## src/rtl/directory_controller.sv

```systemverilog
// Directory-based MSI-style coherence controller: one request at a time, with
// per-block state and sharer vector and a single outstanding coherence command.
module directory_controller #(
    parameter  int NBLK   = 4,
    parameter  int NCACHE = 2,
    localparam int AW     = (NBLK > 1) ? $clog2(NBLK) : 1,
    localparam int SW     = (NCACHE > 1) ? $clog2(NCACHE) : 1
) (
    input  logic          Clock,
    input  logic          Reset,
    input  logic          ReqValid,
    output logic          ReqReady,
    input  logic [1:0]    ReqType,
    input  logic [SW-1:0] ReqSrc,
    input  logic [AW-1:0] ReqAddr,
    output logic          CmdValid,
    output logic [1:0]    CmdType,
    output logic [SW-1:0] CmdDst,
    output logic [AW-1:0] CmdAddr,
    input  logic          CmdAck,
    output logic          RespValid,
    output logic [1:0]    RespType,
    output logic [SW-1:0] RespDst,
    output logic [AW-1:0] RespAddr,
    output logic [1:0]    DirState
);

    // state  | meaning
    // IDLE   | ready for a request
    // LOOKUP | read entry, decide next entry value and whether a command is needed
    // CMD    | coherence command outstanding, waiting for CmdAck
    // REPLY  | one-cycle response pulse, entry written on entry to this state
    typedef enum logic [1:0] {IDLE, LOOKUP, CMD, REPLY} fsm_t;

    localparam logic [1:0] ST_UNC   = 2'b00;
    localparam logic [1:0] ST_SH    = 2'b01;
    localparam logic [1:0] ST_EX    = 2'b10;
    localparam logic [1:0] REQ_RD   = 2'b01;
    localparam logic [1:0] REQ_WB   = 2'b11;
    localparam logic [1:0] CMD_INV  = 2'b01;
    localparam logic [1:0] CMD_FET  = 2'b10;
    localparam logic [1:0] CMD_FINV = 2'b11;
    localparam logic [1:0] RSP_SH   = 2'b01;
    localparam logic [1:0] RSP_EX   = 2'b10;
    localparam logic [1:0] RSP_WB   = 2'b11;

    function automatic logic [SW-1:0] first_set(input logic [NCACHE-1:0] v);
        first_set = '0;
        for (int i = NCACHE - 1; i >= 0; i--) begin
            if (v[i]) first_set = SW'(i);
        end
    endfunction

    fsm_t                          fsm_q, fsm_d;
    logic [1:0]                    rtype_q, rtype_d;
    logic [SW-1:0]                 src_q, src_d;
    logic [AW-1:0]                 addr_q, addr_d;
    logic [1:0]                    nst_q, nst_d;
    logic [NCACHE-1:0]             nshr_q, nshr_d;
    logic [1:0]                    rsp_plan_q, rsp_plan_d;
    logic [NCACHE-1:0]             mask_q, mask_d;
    logic                          req_ready_q, req_ready_d;
    logic                          cmd_valid_q, cmd_valid_d;
    logic [1:0]                    cmd_type_q, cmd_type_d;
    logic [SW-1:0]                 cmd_dst_q, cmd_dst_d;
    logic [AW-1:0]                 cmd_addr_q, cmd_addr_d;
    logic                          resp_valid_q, resp_valid_d;
    logic [1:0]                    resp_type_q, resp_type_d;
    logic [SW-1:0]                 resp_dst_q, resp_dst_d;
    logic [AW-1:0]                 resp_addr_q, resp_addr_d;
    logic [1:0]                    dir_state_q, dir_state_d;
    logic [NBLK-1:0][1:0]          dir_st_q, dir_st_d;
    logic [NBLK-1:0][NCACHE-1:0]   dir_shr_q, dir_shr_d;

    logic [1:0]        cur_st;
    logic [NCACHE-1:0] cur_shr;
    logic [NCACHE-1:0] src_bit;
    logic              is_owner;
    logic [1:0]        lk_st;
    logic [NCACHE-1:0] lk_shr;
    logic [1:0]        lk_rsp;
    logic [1:0]        lk_cmd;
    logic [NCACHE-1:0] lk_mask;
    logic [NCACHE-1:0] rem_mask;
    logic [1:0]        rep_st;
    logic [NCACHE-1:0] rep_shr;
    logic [1:0]        rep_rsp;
    logic              go_reply;

    assign cur_st   = dir_st_q[addr_q];
    assign cur_shr  = dir_shr_q[addr_q];
    assign src_bit  = NCACHE'(1) << src_q;
    assign is_owner = (cur_st == ST_EX) && ((cur_shr & src_bit) != '0);
    assign rem_mask = mask_q & ~(NCACHE'(1) << cmd_dst_q);

    // The reply can come straight from LOOKUP or later from CMD, so select
    // between the live decision and the copy saved when the command went out.
    assign rep_st  = (fsm_q == LOOKUP) ? lk_st  : nst_q;
    assign rep_shr = (fsm_q == LOOKUP) ? lk_shr : nshr_q;
    assign rep_rsp = (fsm_q == LOOKUP) ? lk_rsp : rsp_plan_q;

    always_comb begin
        lk_st   = cur_st;
        lk_shr  = cur_shr;
        lk_rsp  = RSP_EX;
        lk_cmd  = CMD_INV;
        lk_mask = '0;
        if (rtype_q == REQ_WB) begin
            lk_rsp = RSP_WB;
            if (is_owner) begin
                lk_st  = ST_UNC;
                lk_shr = '0;
            end
        end else if (is_owner) begin
            lk_rsp = RSP_EX;
        end else if (rtype_q == REQ_RD) begin
            lk_rsp = RSP_SH;
            lk_st  = ST_SH;
            if (cur_st == ST_EX) begin
                lk_shr  = cur_shr | src_bit;
                lk_mask = cur_shr;
                lk_cmd  = CMD_FET;
            end else if (cur_st == ST_SH) begin
                lk_shr = cur_shr | src_bit;
            end else begin
                lk_shr = src_bit;
            end
        end else begin
            lk_rsp = RSP_EX;
            lk_st  = ST_EX;
            lk_shr = src_bit;
            if (cur_st == ST_EX) begin
                lk_mask = cur_shr;
                lk_cmd  = CMD_FINV;
            end else if (cur_st == ST_SH) begin
                lk_mask = cur_shr & ~src_bit;
                lk_cmd  = CMD_INV;
            end
        end
    end

    always_comb begin
        fsm_d        = fsm_q;
        rtype_d      = rtype_q;
        src_d        = src_q;
        addr_d       = addr_q;
        nst_d        = nst_q;
        nshr_d       = nshr_q;
        rsp_plan_d   = rsp_plan_q;
        mask_d       = mask_q;
        req_ready_d  = req_ready_q;
        cmd_valid_d  = cmd_valid_q;
        cmd_type_d   = cmd_type_q;
        cmd_dst_d    = cmd_dst_q;
        cmd_addr_d   = cmd_addr_q;
        resp_valid_d = 1'b0;
        resp_type_d  = resp_type_q;
        resp_dst_d   = resp_dst_q;
        resp_addr_d  = resp_addr_q;
        dir_state_d  = dir_state_q;
        dir_st_d     = dir_st_q;
        dir_shr_d    = dir_shr_q;
        go_reply     = 1'b0;

        case (fsm_q)
            IDLE: begin
                if (ReqValid && (ReqType != 2'b00)) begin
                    rtype_d     = ReqType;
                    src_d       = ReqSrc;
                    addr_d      = ReqAddr;
                    req_ready_d = 1'b0;
                    fsm_d       = LOOKUP;
                end
            end
            LOOKUP: begin
                nst_d      = lk_st;
                nshr_d     = lk_shr;
                rsp_plan_d = lk_rsp;
                if (lk_mask != '0) begin
                    mask_d      = lk_mask;
                    cmd_valid_d = 1'b1;
                    cmd_type_d  = lk_cmd;
                    cmd_dst_d   = first_set(lk_mask);
                    cmd_addr_d  = addr_q;
                    fsm_d       = CMD;
                end else begin
                    go_reply = 1'b1;
                end
            end
            CMD: begin
                // Several sharers are invalidated one after another; dst only
                // moves on once the current target has acknowledged.
                if (CmdAck) begin
                    mask_d = rem_mask;
                    if (rem_mask != '0) begin
                        cmd_dst_d = first_set(rem_mask);
                    end else begin
                        cmd_valid_d = 1'b0;
                        go_reply    = 1'b1;
                    end
                end
            end
            REPLY: begin
                req_ready_d = 1'b1;
                fsm_d       = IDLE;
            end
            default: fsm_d = IDLE;
        endcase

        if (go_reply) begin
            fsm_d             = REPLY;
            resp_valid_d      = 1'b1;
            resp_type_d       = rep_rsp;
            resp_dst_d        = src_q;
            resp_addr_d       = addr_q;
            dir_state_d       = rep_st;
            dir_st_d[addr_q]  = rep_st;
            dir_shr_d[addr_q] = rep_shr;
        end
    end

    always_ff @(posedge Clock) begin
        if (!Reset) begin
            fsm_q        <= IDLE;
            rtype_q      <= '0;
            src_q        <= '0;
            addr_q       <= '0;
            nst_q        <= '0;
            nshr_q       <= '0;
            rsp_plan_q   <= '0;
            mask_q       <= '0;
            req_ready_q  <= 1'b1;
            cmd_valid_q  <= 1'b0;
            cmd_type_q   <= '0;
            cmd_dst_q    <= '0;
            cmd_addr_q   <= '0;
            resp_valid_q <= 1'b0;
            resp_type_q  <= '0;
            resp_dst_q   <= '0;
            resp_addr_q  <= '0;
            dir_state_q  <= '0;
            dir_st_q     <= '0;
            dir_shr_q    <= '0;
        end else begin
            fsm_q        <= fsm_d;
            rtype_q      <= rtype_d;
            src_q        <= src_d;
            addr_q       <= addr_d;
            nst_q        <= nst_d;
            nshr_q       <= nshr_d;
            rsp_plan_q   <= rsp_plan_d;
            mask_q       <= mask_d;
            req_ready_q  <= req_ready_d;
            cmd_valid_q  <= cmd_valid_d;
            cmd_type_q   <= cmd_type_d;
            cmd_dst_q    <= cmd_dst_d;
            cmd_addr_q   <= cmd_addr_d;
            resp_valid_q <= resp_valid_d;
            resp_type_q  <= resp_type_d;
            resp_dst_q   <= resp_dst_d;
            resp_addr_q  <= resp_addr_d;
            dir_state_q  <= dir_state_d;
            dir_st_q     <= dir_st_d;
            dir_shr_q    <= dir_shr_d;
        end
    end

    assign ReqReady  = req_ready_q;
    assign CmdValid  = cmd_valid_q;
    assign CmdType   = cmd_type_q;
    assign CmdDst    = cmd_dst_q;
    assign CmdAddr   = cmd_addr_q;
    assign RespValid = resp_valid_q;
    assign RespType  = resp_type_q;
    assign RespDst   = resp_dst_q;
    assign RespAddr  = resp_addr_q;
    assign DirState  = dir_state_q;

endmodule

```

## config.mk

```make
export PLATFORM = sky130hd
export DESIGN_NAME = directory_controller
export DESIGN_NICKNAME = d
export VERILOG_FILES = /design/src/rtl/directory_controller.sv
export SDC_FILE = /design/constraint.sdc
export NUM_CORES = 1
export LEC_CHECK = 0
export BUFFER_PORTS_ARGS = -buffer_cell sky130_fd_sc_hd__buf_2
export CORE_MARGIN = 4
export CORE_UTILIZATION = 53
export DETAILED_ROUTE_END_ITERATION = 12
export GPL_ROUTABILITY_DRIVEN = 0
export GPL_TIMING_DRIVEN = 0
export PLACE_DENSITY = 0.76
export SYNTH_ARGS = -nofsm -noshare
export SYNTH_HDL_FRONTEND = slang
export SYNTH_SLANG_ARGS = --single-unit
export TNS_END_PERCENT = 1
```

## constraint.sdc

```tcl
create_clock -name Clock -period 2.55 [get_ports Clock]
set_input_delay 0.6375 -clock Clock [delete_from_list [all_inputs] [get_ports Clock]]
set_output_delay 0.6375 -clock Clock [all_outputs]
set_load 0.005 [all_outputs]
```

== After elaboration in Yosys (flattened, before gate mapping) ==
Index checks and enable logic that the tools add are counted.
Operators by class
  muxes and demuxes: 60
  shifts and indexed selects: 2
  eq/ne operators: 14
  order comparisons: 2
  reduce and logical (&&, ||, !) cells: 18
  bitwise logic cells: 6
Operator list (count)
  $mux W2: 34
  $bwmux W8: 2
  $mux W1: 15
  $reduce_bool A2 Y1: 6
  $bmux W2 S2: 2
  $eq A2 B2 Y1 const B: 4
  $ne A2 B2 Y1 const B: 4
  $pmux W1 S2: 4
  $reduce_and A4 Y1: 2
  $and A2 B2 Y2: 3
  $eq A2 B1 Y1 const B: 3
  $pmux W2 S3: 1
  $reduce_and A2 Y1: 3
  $reduce_and A3 Y1: 2
  $demux W2 S2: 1
  $not A2 Y2: 2
  $pmux W2 S2: 1
  $reduce_bool A4 Y1: 1
  $shl A1 B1 Y2 const A: 2
  $logic_and A1 B1 Y1: 3
  $lt A2 B3 Y1 const B: 1
  $ne A3 B2 Y1 const B: 1
  $ne A3 B3 Y1 const B: 1
  $ge A2 B1 Y1 const B: 1
  3 further kinds: 3
Word-level totals
  register bits after elaboration: 46
  output and inout port bits: 15
  word-level logic and storage cells: 128
  input port bits: 9

== Logic depth before layout (Yosys ltp) ==
Gate-level depths: netlist of the first run.
  depth in word-level cells: 13
  mapped depth: 8
  mapped depth without buffers: 7

== Least setup slack after synthesis of the first run ==
OpenSTA, ideal clock, no wires.
  path kind: register -> register
  from: reg addr_q[0]
  to: reg resp_type_q[1] (netlist: RespType[1])
  setup time: 0.121 ns
  cell stages (with the launch flop): 8
  slack: 0.056 ns
  clock period less this slack: 2.494 ns
  arrival: 2.373 ns
  required time: 2.429 ns
  path through: dfxtp_1 mux4_2 nor2b_4 o21ai_4 a31o_4 buf_6 o31ai_4 mux2_4
Between the ends
  longest elaborated chain between the ends: 11
Ends and longest elaborated chain
  start: declaration: RTL line 57  | logic [AW-1:0] addr_q, addr_d;
  start signal: assignment: RTL line 248  | addr_q <= addr_d;
  $bmux W2 S2, on equally long branches: RTL line 90, 91
  $mux W2, on equally long branches: RTL line 90, 91
  $eq A2 B1 Y1 / $and A2 B2 Y2 (equally long branches): RTL line 135, 136
  $mux W2: RTL line 135  | end else if (cur_st == ST_SH) begin
  $mux W2: RTL line 132  | if (cur_st == ST_EX) begin
  $mux W2: RTL line 116  | end else if (rtype_q == REQ_RD) begin
  $mux W2: RTL line 114  | end else if (is_owner) begin
  $mux W2: RTL line 108  | if (rtype_q == REQ_WB) begin
  $reduce_bool A2 Y1: RTL line 179  | if (lk_mask != '0) begin
  $mux W1: RTL line 179
  $pmux W1 S2: RTL line 165  | case (fsm_q)
  end signal: assignment: RTL line 259  | resp_type_q <= resp_type_d;
  end: declaration: RTL line 68  | logic [1:0] resp_type_q, resp_type_d;
Parallel ways exist; a longest one is shown, timed or not. The select of a mux whose other input is x is not followed.
A chain may end at the register's enable or synchronous reset.

== Worst setup path in the final report of the first run ==
Ends and elaborated chain as after synthesis.

==> flow_summary.json, run 1 <==
{
  "status": "finished, final reports clean",
  "pin_count": 24,
  "clock_sinks": 46,
  "clockRootBuffer": "clkbuf_8",
  "fin_crit_sh_pct": 98.60,
  "drtIter0Drc": 162,
  "nets": 306,
  "fmax_mhz": 397.7,
  "port_buffers": 23,
  "critPathCapture": "RespType[1]$_SDFFE_PN0P_",
  "die-area_sq_um": 5708,
  "pwr-share-comb_pct": 43.7,
  "critical_path.max_stage_delay_ns": 0.59,
  "dp_hpwl_mm": 3.998,
  "grt_max_degree": 15,
  "p_clk_share_pct": 21.9,
  "ir_drop_v": 0.0007035,
  "clk_latency_ns": 0.30,
  "power_switching_mw": 0.9366,
  "cts_tree": "done",
  "dieHeight_um": 75.55,
  "ff2ff_setup_slack_ns": 0.04,
  "avgSynthCellArea_sq_um": 9.560,
  "antenna_found_initial": 0,
  "vias": 2040,
  "setup_tns_ns": 0,
  "rsz0062_at_grt": "true",
  "grt_usage_pct": 22.22,
  "grt.overflow.total": 0,
  "final_core_utilization_pct": 64.50,
  "start_kind": "register",
  "first_global_vias": 1966,
  "numCtsBuffers": 5,
  "final_hold_viol_count": 0,
  "hold_buffers": 0,
  "synthesis.nets": 266,
  "via_per_inst": 5.896,
  "firstDrtPassIters": 4,
  "syn_area_sq_um": 2419,
  "p_int_mw": 1.556,
  "critPathRequiredTime_ns": 2.74,
  "antenna_cells": 0,
  "path_clk_slew_ns": 0.09,
  "tightest_slew_ns": 0.8854,
  "ant_nets": 0,
  "wirelength_mm": 5.722,
  "cp-startpoint": "addr_q[0]$_SDFFE_PN0P_",
  "synth_cells": 253,
  "p_seq_share_pct": 34.4,
  "die_x_um": 75.55,
  "row_count": 24,
  "finClkSkew_ns": 0.006188,
  "wl_per_cell_um": 16.54,
  "maxSlewViolCount": 0,
  "r2r-end": "RespType[1]$_SDFFE_PN0P_",
  "cp_max_fo": 10,
  "hold_class": "reg -> reg",
  "hold_ws_ns": 0.4589,
  "r2r_start": "addr_q[0]$_SDFFE_PN0P_",
  "yosys_warnings": 0,
  "drc_errors": 0,
  "crit_slowest_cell": "mux4_2",
  "synth_edf_count": 0,
  "ys_types": 54,
  "p_leak_nw": 1.195,
  "r2r_cells": 7,
  "synth_flop_cell": "dfxtp_1",
  "timing.final.crit_period_ns": 2.514,
  "final-setup-viol-count": 0,
  "initial_core_util_pct": 55.17,
  "syn2layout_area_growth_pct": 16.92,
  "core_area_sq_um": 4384,
  "maxCapViolations": 0,
  "synth_seq_cells": 46,
  "htree_levels": 2,
  "slew_headroom_pct": 40.75,
  "cp_cell_sequence": "mux4_2 -> nor2b_4 -> o21ai_4 -> a31o_4 -> buf_12 -> o31ai_4 -> mux2_4",
  "crit_arrival_ns": 2.71,
  "grt_pass1_wl_mm": 9.466,
  "drive_above_1_share_pct": 23.13,
  "worstSetupPathType": "reg -> reg",
  "synth-seq-area-share_pct": 38.08,
  "clockBufferDepth": 2,
  "endpoint_kind": "register",
  "p_per_area_nw_per_um2": 881.6,
  "netSwitchingFraction_pct": 37.57,
  "async_flop_share_pct": 0
}
-- through the flow --
stage / area [sq um] / cells / worst slack [ns] / power, mW
floorplan: 2419 / 253 / 0.05625 / 1.590
global placement: 2599 / 328 / -0.2696 / 1.788
detailed placement: 2599 / 328 / -0.2745 / 1.812
CTS: 2763 / 341 / 0.01153 / 2.425
global route: 2828 / 346 / -0.04637 / 2.632
finish: 2828 / 346 / 0.03567 / 2.493
-- how the worst min path moves through the flow --
stage,start,endpoint,slack (ns),cells after the start
6_report,DirState[1]$_SDFFE_PN0P_,DirState[1]$_SDFFE_PN0P_,0.46,2
4_1_cts,DirState[1]$_SDFFE_PN0P_,DirState[1]$_SDFFE_PN0P_,0.46,2
3_3_place_gp,dir_st_q[2]$_SDFFE_PN0P_,dir_st_q[2]$_SDFFE_PN0P_,0.44,2
2_1_floorplan,dir_st_q[6]$_SDFFE_PN0P_,dir_st_q[6]$_SDFFE_PN0P_,0.44,2
5_1_grt,RespAddr[1]$_SDFFE_PN0P_,RespAddr[1]$_SDFFE_PN0P_,0.50,2
3_5_place_dp,DirState[1]$_SDFFE_PN0P_,DirState[1]$_SDFFE_PN0P_,0.45,2
-- layout make-up --
| cell class | count | area, sq um |
|---|---|---|
| Buffer | 11 | 80.08 |
| Clock buffer | 6 | 72.57 |
| Clock inverter | 2 | 37.54 |
| Fill cell | 358 | 1556 |
| Inverter | 14 | 52.55 |
| Multi-Input combinational cell | 181 | 1394 |
| Sequential cell | 46 | 924.6 |
| Tap cell | 52 | 65.06 |
| Timing Repair Buffer | 34 | 201.4 |
-- layout by cell type (no fill, tap or decap), types with 2 or more instances in the layout --
master / n
dfxtp_1: 45
nand2_1: 38
mux2i_1: 30
buf_2: 23
nor2_1: 19
inv_1: 13
a21oi_1: 12
buf_4: 10
o21ai_0: 9
clkbuf_1: 8
clkbuf_8: 5
nand2b_1: 4
mux4_2: 4
ha_1: 4
o31ai_1: 3
a31oi_1: 3
o31ai_4: 3
nand3_1: 3
nand3b_1: 2
buf_6: 2
mux2_4: 2
mux2_2: 2
nor2b_1: 2
a22o_1: 2
a2111o_1: 2
a221o_1: 2
o41ai_1: 2
and2_1: 2
nor4_1: 2
a21o_1: 2
nand4_1: 2
-- synthesized netlist by cell type, types with 3 or more instances --
| master | n | area share, % |
|---|---|---|
| mux2i_1 | 30 | 12 |
| a21oi_1 | 12 | 2.5 |
| dfxtp_1 | 46 | 38 |
| nand3_1 | 3 | 0.62 |
| clkbuf_1 | 8 | 1.2 |
| mux4_2 | 3 | 2.8 |
| o31ai_1 | 3 | 0.93 |
| nor2_1 | 19 | 2.9 |
| o31ai_4 | 3 | 2.6 |
| o21ai_0 | 10 | 2.1 |
| a31oi_1 | 4 | 1.0 |
| nand2b_1 | 5 | 1.3 |
| nand2_1 | 38 | 5.9 |
| ha_1 | 4 | 2.1 |
| inv_1 | 13 | 2.0 |
-- power groups by stage --
stage / Combinational, mW / Sequential (mW) / Clock, mW
3_3_place_gp: 0.925 / 0.863 / 0
4_1_cts: 1.01 / 0.858 / 0.559
5_1_grt: 1.18 / 0.868 / 0.588
2_1_floorplan: 0.732 / 0.858 / 0
3_5_place_dp: 0.946 / 0.867 / 0
6_report: 1.09 / 0.857 / 0.547
-- layer usage --
metal  vias up  GRT usage (%)  wire [um]
met5         -              0          0
met4         0          7.379         78
met3         4          4.354        258
met2        58          38.26       2804
met1       983          27.82       2580
li1        995              -          -
-- timing repair --
item                       4_1_cts  5_1_grt
resized for setup                6        8
pin swaps                        2        1
setup endpoints to repair       30       28
buffers inserted                 6        5
-- sequential cells by signal, indices dropped and copies added, names as in the netlist, 2 cells and up --
signal	flops
fsm_q	2
RespType	2
CmdAddr	2
CmdType	2
rtype_q	2
dir_shr_q	8
DirState	2
addr_q	2
nst_q	2
nshr_q	2
rsp_plan_q	2
dir_st_q	8
RespAddr	2
mask_q	2
-- kinds of logic after synthesis --
group	share of synthesized area [%]
AOI/OAI and AO/OA	20.75
DFF	38.08
adders and majority gates	2.069
buffers and inverters	4.863
and+or+nand+nor	15.78
muxes	18.47
-- worst max-delay path, delay by kind of cell, from the launching register on --
family / cells / cell delay, ns
mux: 2 / 0.92
buf+inv: 1 / 0.15
simple gates: 1 / 0.19
compound gates: 3 / 0.74
flops: 1 / 0.38
No activity file was read; power rests on OpenSTA's default activity.
==> run 2, diff against run 1 <==
Settings changed: ABC_AREA set to 1, CORE_UTILIZATION 53 to 52, PLACE_DENSITY 0.76 to 0.75.
==> flow_summary.json, run 2 <==
{
  "status": "finished, final reports clean",
  "dp_hpwl_mm": 3.845,
  "grt.overflow.total": 0,
  "r2r-end": "DirState[1]$_SDFFE_PN0P_",
  "maxCapViolations": 0,
  "first_global_vias": 1942,
  "antenna_found_initial": 0,
  "firstDrtPassIters": 4,
  "final_hold_viol_count": 0,
  "p_int_mw": 1.359,
  "worstSetupPathType": "reg -> reg",
  "p_seq_share_pct": 39.8,
  "pwr-share-comb_pct": 41.3,
  "drtIter0Drc": 93,
  "tightest_slew_ns": 0.5717,
  "row_count": 24,
  "post-route-cell-area_sq_um": 2609,
  "critical_path.max_stage_delay_ns": 0.42,
  "synth_edf_count": 0,
  "r2r_cells": 13,
  "synth_commonest_cells": "nand2_1, dfxtp_1, nor2_1",
  "drc_errors": 0,
  "power_switching_mw": 0.9633,
  "final_common_cell": "nand2_1",
  "path_clk_slew_ns": 0.07,
  "wl_per_cell_um": 12.28,
  "seq_area_sq_um": 920.9,
  "ff2ff_setup_slack_ns": 0.45,
  "preCtsSetupSlack_ns": 0.2956,
  "yosysTopAreaCell": "dfxtp_1",
  "rsz0062_at_grt": "false",
  "synthesis.nets": 357,
  "ir_drop_v": 0.0003683,
  "syn2layout_area_growth_pct": 11.38,
  "hold_ws_ns": 0.4632,
  "final-setup-viol-count": 0,
  "cts_tree": "done",
  "crit_slowest_cell": "dfxtp_1",
  "p_leak_nw": 1.292,
  "synth_flop_cell": "dfxtp_1",
  "crit_arrival_ns": 2.34,
  "pin_count": 24,
  "hold_class": "reg -> reg",
  "netSwitchingFraction_pct": 41.48,
  "r2r_start": "addr_q[0]$_SDFFE_PN0P_",
  "antenna_cells": 0,
  "via_per_inst": 4.948,
  "clockBufferDepth": 2,
  "cp-startpoint": "addr_q[0]$_SDFFE_PN0P_",
  "stdcell_count": 425,
  "postPlaceCellArea_sq_um": 2522,
  "die-area_sq_um": 5642,
  "synth-seq-area-share_pct": 39.32,
  "maxSlewViolCount": 0,
  "start_kind": "register",
  "ys_types": 29,
  "hold_buffers": 0,
  "grt_pass1_wl_mm": 8.976,
  "clk_latency_ns": 0.30,
  "timing.final.crit_period_ns": 2.103,
  "synth_seq_cells": 46,
  "async_flop_share_pct": 0,
  "synth_cells": 344,
  "grt_usage_pct": 21.06,
  "fill_cells": 427,
  "port_buffers": 23,
  "yosys_warnings": 0,
  "finClkSkew_ns": 0.005778,
  "critPathCapture": "DirState[1]$_SDFFE_PN0P_",
  "core_area_sq_um": 4354,
  "avgSynthCellArea_sq_um": 6.809,
  "cp_max_fo": 10,
  "nets": 387,
  "clock_sinks": 46,
  "setup_tns_ns": 0,
  "vias": 2103,
  "dieHeight_um": 75.12,
  "layout_setup_ws_ns": 0.4467,
  "yosysMostFrequentCell": "nand2_1",
  "multi_input_area_sq_um": 1217,
  "critPathRequiredTime_ns": 2.79,
  "slew_headroom_pct": 61.89,
  "p_clk_share_pct": 18.9,
  "endpoint_kind": "register",
  "dp.cells": 419,
  "ys_top_cells_by_area": "dfxtp_1, nand2_1, nor2_1, inv_1, a21oi_1",
  "p_per_area_nw_per_um2": 890.1,
  "htree_levels": 2,
  "clockRootBuffer": "clkbuf_8",
  "ant_nets": 0,
  "grt_max_degree": 13,
  "numCtsBuffers": 5,
  "fin_crit_sh_pct": 82.48,
  "initial_core_util_pct": 53.79,
  "cp_cell_sequence": "buf_4 -> nand2_1 -> nand2_1 -> nand2_1 -> nand2_1 -> nand2_1 -> nand2_1 -> nand2_2 -> nand2_1 -> a21oi_1 -> a21oi_2 -> o21ai_1 -> nor2_1",
  "wirelength_mm": 5.220,
  "reg_top3": "dir_shr_q x8, dir_st_q x8",
  "final_cell_mix": "nand2_1, dfxtp_1, nor2_1, inv_1, buf_2",
  "die_x_um": 75.12,
  "cp_common_cell": "nand2_1",
  "fmax_mhz": 475.4,
  "yosys.area.top_type_share_pct": 39.32,
  "drive_above_1_share_pct": 16.62,
  "syn_area_sq_um": 2342
}
[run 2: cell count changes after synthesis, moves of 10 or more]
cell	previous run	this run
inv_1	13	33
nand3_1	3	16
a21oi_1	12	22
mux2i_1	30	0
nand2_1	38	112
nor2_1	19	45
[run 2: final cells by class]
type	instances	share of cell area, %
flip-flops and latches	46	35.30
well taps	52	2.494
multi-input cells	248	46.67
inverters	42	6.139
clock buffers	6	3.165
plain buffers	8	1.823
repair buffers	23	4.412
[run 2: per-stage QoR]
stage | utilization, % | total power [mW]
after detailed placement | 57.93 | 1.895
after global placement | 57.93 | 1.870
after floorplan | - | 1.656
after global routing | 59.91 | 2.504
after CTS | 59.83 | 2.334
final | 59.91 | 2.322
[run 2: logic make-up (layout without fill, tap and decap cells)]
| kind of cell | count (synthesis) | after routing | synth area share, % |
|---|---|---|---|
| AOI/OAI and AO/OA | 46 | 46 | 10.31 |
| adders and majority gates | 4 | 4 | 2.137 |
| buffers and inverters | 50 | 79 | 8.868 |
| DFF | 46 | 46 | 39.32 |
| and+or+nand+nor | 198 | 198 | 39.37 |
[run 2: how the worst min path moves through the flow]
stage | startpoint | to | slack [ns] | cells after the start
floorplan | mask_q[1]$_SDFFE_PN0P_ | mask_q[1]$_SDFFE_PN0P_ | 0.44 | 2
global placement | CmdType[1]$_SDFFE_PN0P_ | CmdType[1]$_SDFFE_PN0P_ | 0.45 | 2
detailed placement | DirState[0]$_SDFFE_PN0P_ | DirState[0]$_SDFFE_PN0P_ | 0.45 | 2
CTS | CmdType[1]$_SDFFE_PN0P_ | CmdType[1]$_SDFFE_PN0P_ | 0.47 | 2
global route | CmdType[1]$_SDFFE_PN0P_ | CmdType[1]$_SDFFE_PN0P_ | 0.48 | 2
finish | CmdType[1]$_SDFFE_PN0P_ | CmdType[1]$_SDFFE_PN0P_ | 0.46 | 2
[run 2: layer usage]
metal	vias to the layer above	share of wire, %	track usage [%]
met4	0	1.9	7.905
met2	27	46	35.69
met5	-	0	0
met3	9	3.6	3.872
li1	1127	-	-
met1	940	48	26.51
[run 2: critical path: cells and delay by family, from the launching register on]
family | cells | cell delay, ns
buf+inv | 1 | 0.21
simple gates | 9 | 0.83
compound gates | 3 | 0.60
flops | 1 | 0.42
[run 2: power groups by stage]
stage	Combinational [mW]	Clock, mW	Sequential [mW]
after floorplan	0.726	0	0.930
after global placement	0.933	0	0.937
after detailed placement	0.954	0	0.941
after CTS	0.957	0.452	0.925
after global routing	1.08	0.481	0.938
final	0.958	0.439	0.925
[run 2: repair_timing]
item | CTS | global route
endpoints found under the setup margin | 0 | 1
gates resized for setup | 0 | 1
setup buffers | 0 | 0
==> run 3, diff against run 2 <==
Clock period 2.55 ns to 1.75 ns, I/O delays scaled along.
==> flow_summary.json, run 3 (same netlist as run 2, synthesis figures left out) <==
{
  "status": "complete, but fails checks",
  "failed_checks": "negative setup slack",
  "maxSlewViolCount": 0,
  "cp_common_cell": "nand2_2",
  "p_leak_nw": 1.388,
  "numCtsBuffers": 5,
  "maxCapViolations": 0,
  "grt.overflow.total": 0,
  "power_switching_mw": 1.571,
  "power_mw": 3.830,
  "path_delay_family": "simple AND/OR/NAND/NOR gates",
  "final-setup-viol-count": 36,
  "antenna_found_initial": 0,
  "critPathRequiredTime_ns": 2.00,
  "htree_levels": 2,
  "wl_per_cell_um": 12.98,
  "cp_cell_sequence": "buf_6 -> nor2_4 -> nand2_2 -> nand2_2 -> inv_2 -> nand2_4 -> nand2_8 -> nor2_4 -> nor2_4 -> nand2_2 -> nand3_4 -> nand2_8 -> nand3_4 -> nand2_2 -> nand2_2 -> nor2_1",
  "final_common_cell": "nand2_1",
  "critPathBufInv": 2,
  "hold_buffers": 0,
  "critical_path.max_stage_delay_ns": 0.38,
  "dieHeight_um": 75.12,
  "nets": 396,
  "final_hold_viol_count": 0,
  "pin_count": 24,
  "clockBufferDepth": 2,
  "initial_core_util_pct": 53.79,
  "tightest_slew_ns": 0.5863,
  "firstDrtPassIters": 6,
  "cp_max_fo": 7,
  "grt_pass1_wl_mm": 9.080,
  "postPlaceCellArea_sq_um": 2535,
  "fmax_mhz": 511.1,
  "clockRootBuffer": "clkbuf_8",
  "post-route-cell-area_sq_um": 2844,
  "drive_above_1_share_pct": 25.07,
  "pwr-share-comb_pct": 42.8,
  "stdcell_count": 435,
  "vias": 2254,
  "crit_slowest_cell": "dfxtp_4",
  "grt_max_degree": 14,
  "timing.final.crit_period_ns": 1.957,
  "die-area_sq_um": 5642,
  "rsz0062_at_grt": "true",
  "grt_usage_pct": 21.31,
  "final_cell_mix": "nand2_1, dfxtp_1, nor2_1, inv_1, buf_2",
  "reg_top3": "dir_shr_q x8, dir_st_q x8",
  "syn2layout_area_growth_pct": 21.42,
  "start_kind": "register",
  "via_per_inst": 5.182,
  "p_int_mw": 2.259,
  "drc_errors": 0,
  "dp_hpwl_mm": 3.841,
  "hold_ws_ns": 0.3863,
  "layout_setup_ws_ns": -0.2066,
  "slew_headroom_pct": 60.91,
  "die_x_um": 75.12,
  "cts_tree": "done",
  "antenna_cells": 0,
  "first_global_vias": 1971,
  "p_clk_share_pct": 21.3,
  "core_area_sq_um": 4354,
  "finClkSkew_ns": 0.01205,
  "fill_cells": 389,
  "netSwitchingFraction_pct": 41.01,
  "p_seq_share_pct": 35.9,
  "clk_latency_ns": 0.30,
  "endpoint_kind": "register",
  "worstSetupPathType": "reg -> reg",
  "ant_nets": 0,
  "p_per_area_nw_per_um2": 1347,
  "port_buffers": 23,
  "ir_drop_v": 0.0007273,
  "hold_class": "in -> reg",
  "dp.cells": 419,
  "clock_sinks": 46,
  "fin_crit_sh_pct": 111.8,
  "wirelength_mm": 5.645,
  "path_clk_slew_ns": 0.09,
  "crit_arrival_ns": 2.20,
  "row_count": 24,
  "drtIter0Drc": 170
}
==> run 3: path summary, 6_finish.rpt <==
check / cells past startpoint / slack (ns) / to / from
worst max register to register: 16 / -0.21 / dir_shr_q[2]$_SDFFE_PN0P_ / addr_q[0]$_SDFFE_PN0P_
worst min register to register: 2 / 0.47 / CmdType[1]$_SDFFE_PN0P_ / CmdType[1]$_SDFFE_PN0P_
worst max-delay path: 16 / -0.21 / dir_shr_q[2]$_SDFFE_PN0P_ / addr_q[0]$_SDFFE_PN0P_
worst min-delay path: 3 / 0.39 / nst_q[0]$_SDFF_PN0_ / Reset
==> run 3: power groups by stage <==
| stage | combinational [mW] | clock, mW | sequential [mW] |
|---|---|---|---|
| after CTS | 1.62 | 0.821 | 1.35 |
| after detailed placement | 1.40 | 0 | 1.37 |
| after global routing | 1.81 | 0.865 | 1.40 |
| final | 1.64 | 0.815 | 1.38 |
| after floorplan | 1.07 | 0 | 1.36 |
| after global placement | 1.38 | 0 | 1.37 |
==> run 3: cell type report <==
class,count,area [sq um],share of cell area (%)
timing repair buffer,31,176.4,6.203
sequential,46,928.4,32.64
multi-input combinational,250,1346,47.34
buffer,7,40.04,1.408
clock inverter,1,30.03,1.056
clock buffer,6,82.58,2.904
tap,52,65.06,2.288
inverter,42,175.2,6.159
==> run 3: repair_timing <==
item                       4_1_cts  5_1_grt
cloned                           3        0
setup endpoints to repair       38       39
setup buffers                    7        0
gates resized for setup         24       19
pin swaps                       17       15
==> run 3: tightest hold or removal path: stages <==
cell,delay [ns]
buf_2,0.11
nand2_1,0.05
inv_1,0.06
==> run 3: metal layers <==
metal  wire [um]  track usage (%)  share of wire, %  vias to the layer above
met5           0                0                 0                        -
met4          74            7.510               1.3                        0
met3         315            4.673               5.6                        9
met2        2728            35.30                48                       69
met1        2527            27.24                45                     1018
li1            -                -                 -                     1158
==> run 3: metrics by stage <==
stage / util (%) / worst slack [ns] / TNS (ns)
floorplan: - / -0.005511 / -0.005511
global placement: 58.22 / -0.5039 / -9.127
detailed placement: 58.22 / -0.4276 / -9.203
CTS: 64.34 / -0.1844 / -4.993
global route: 65.32 / -0.3784 / -10.47
finish: 65.32 / -0.2066 / -5.252
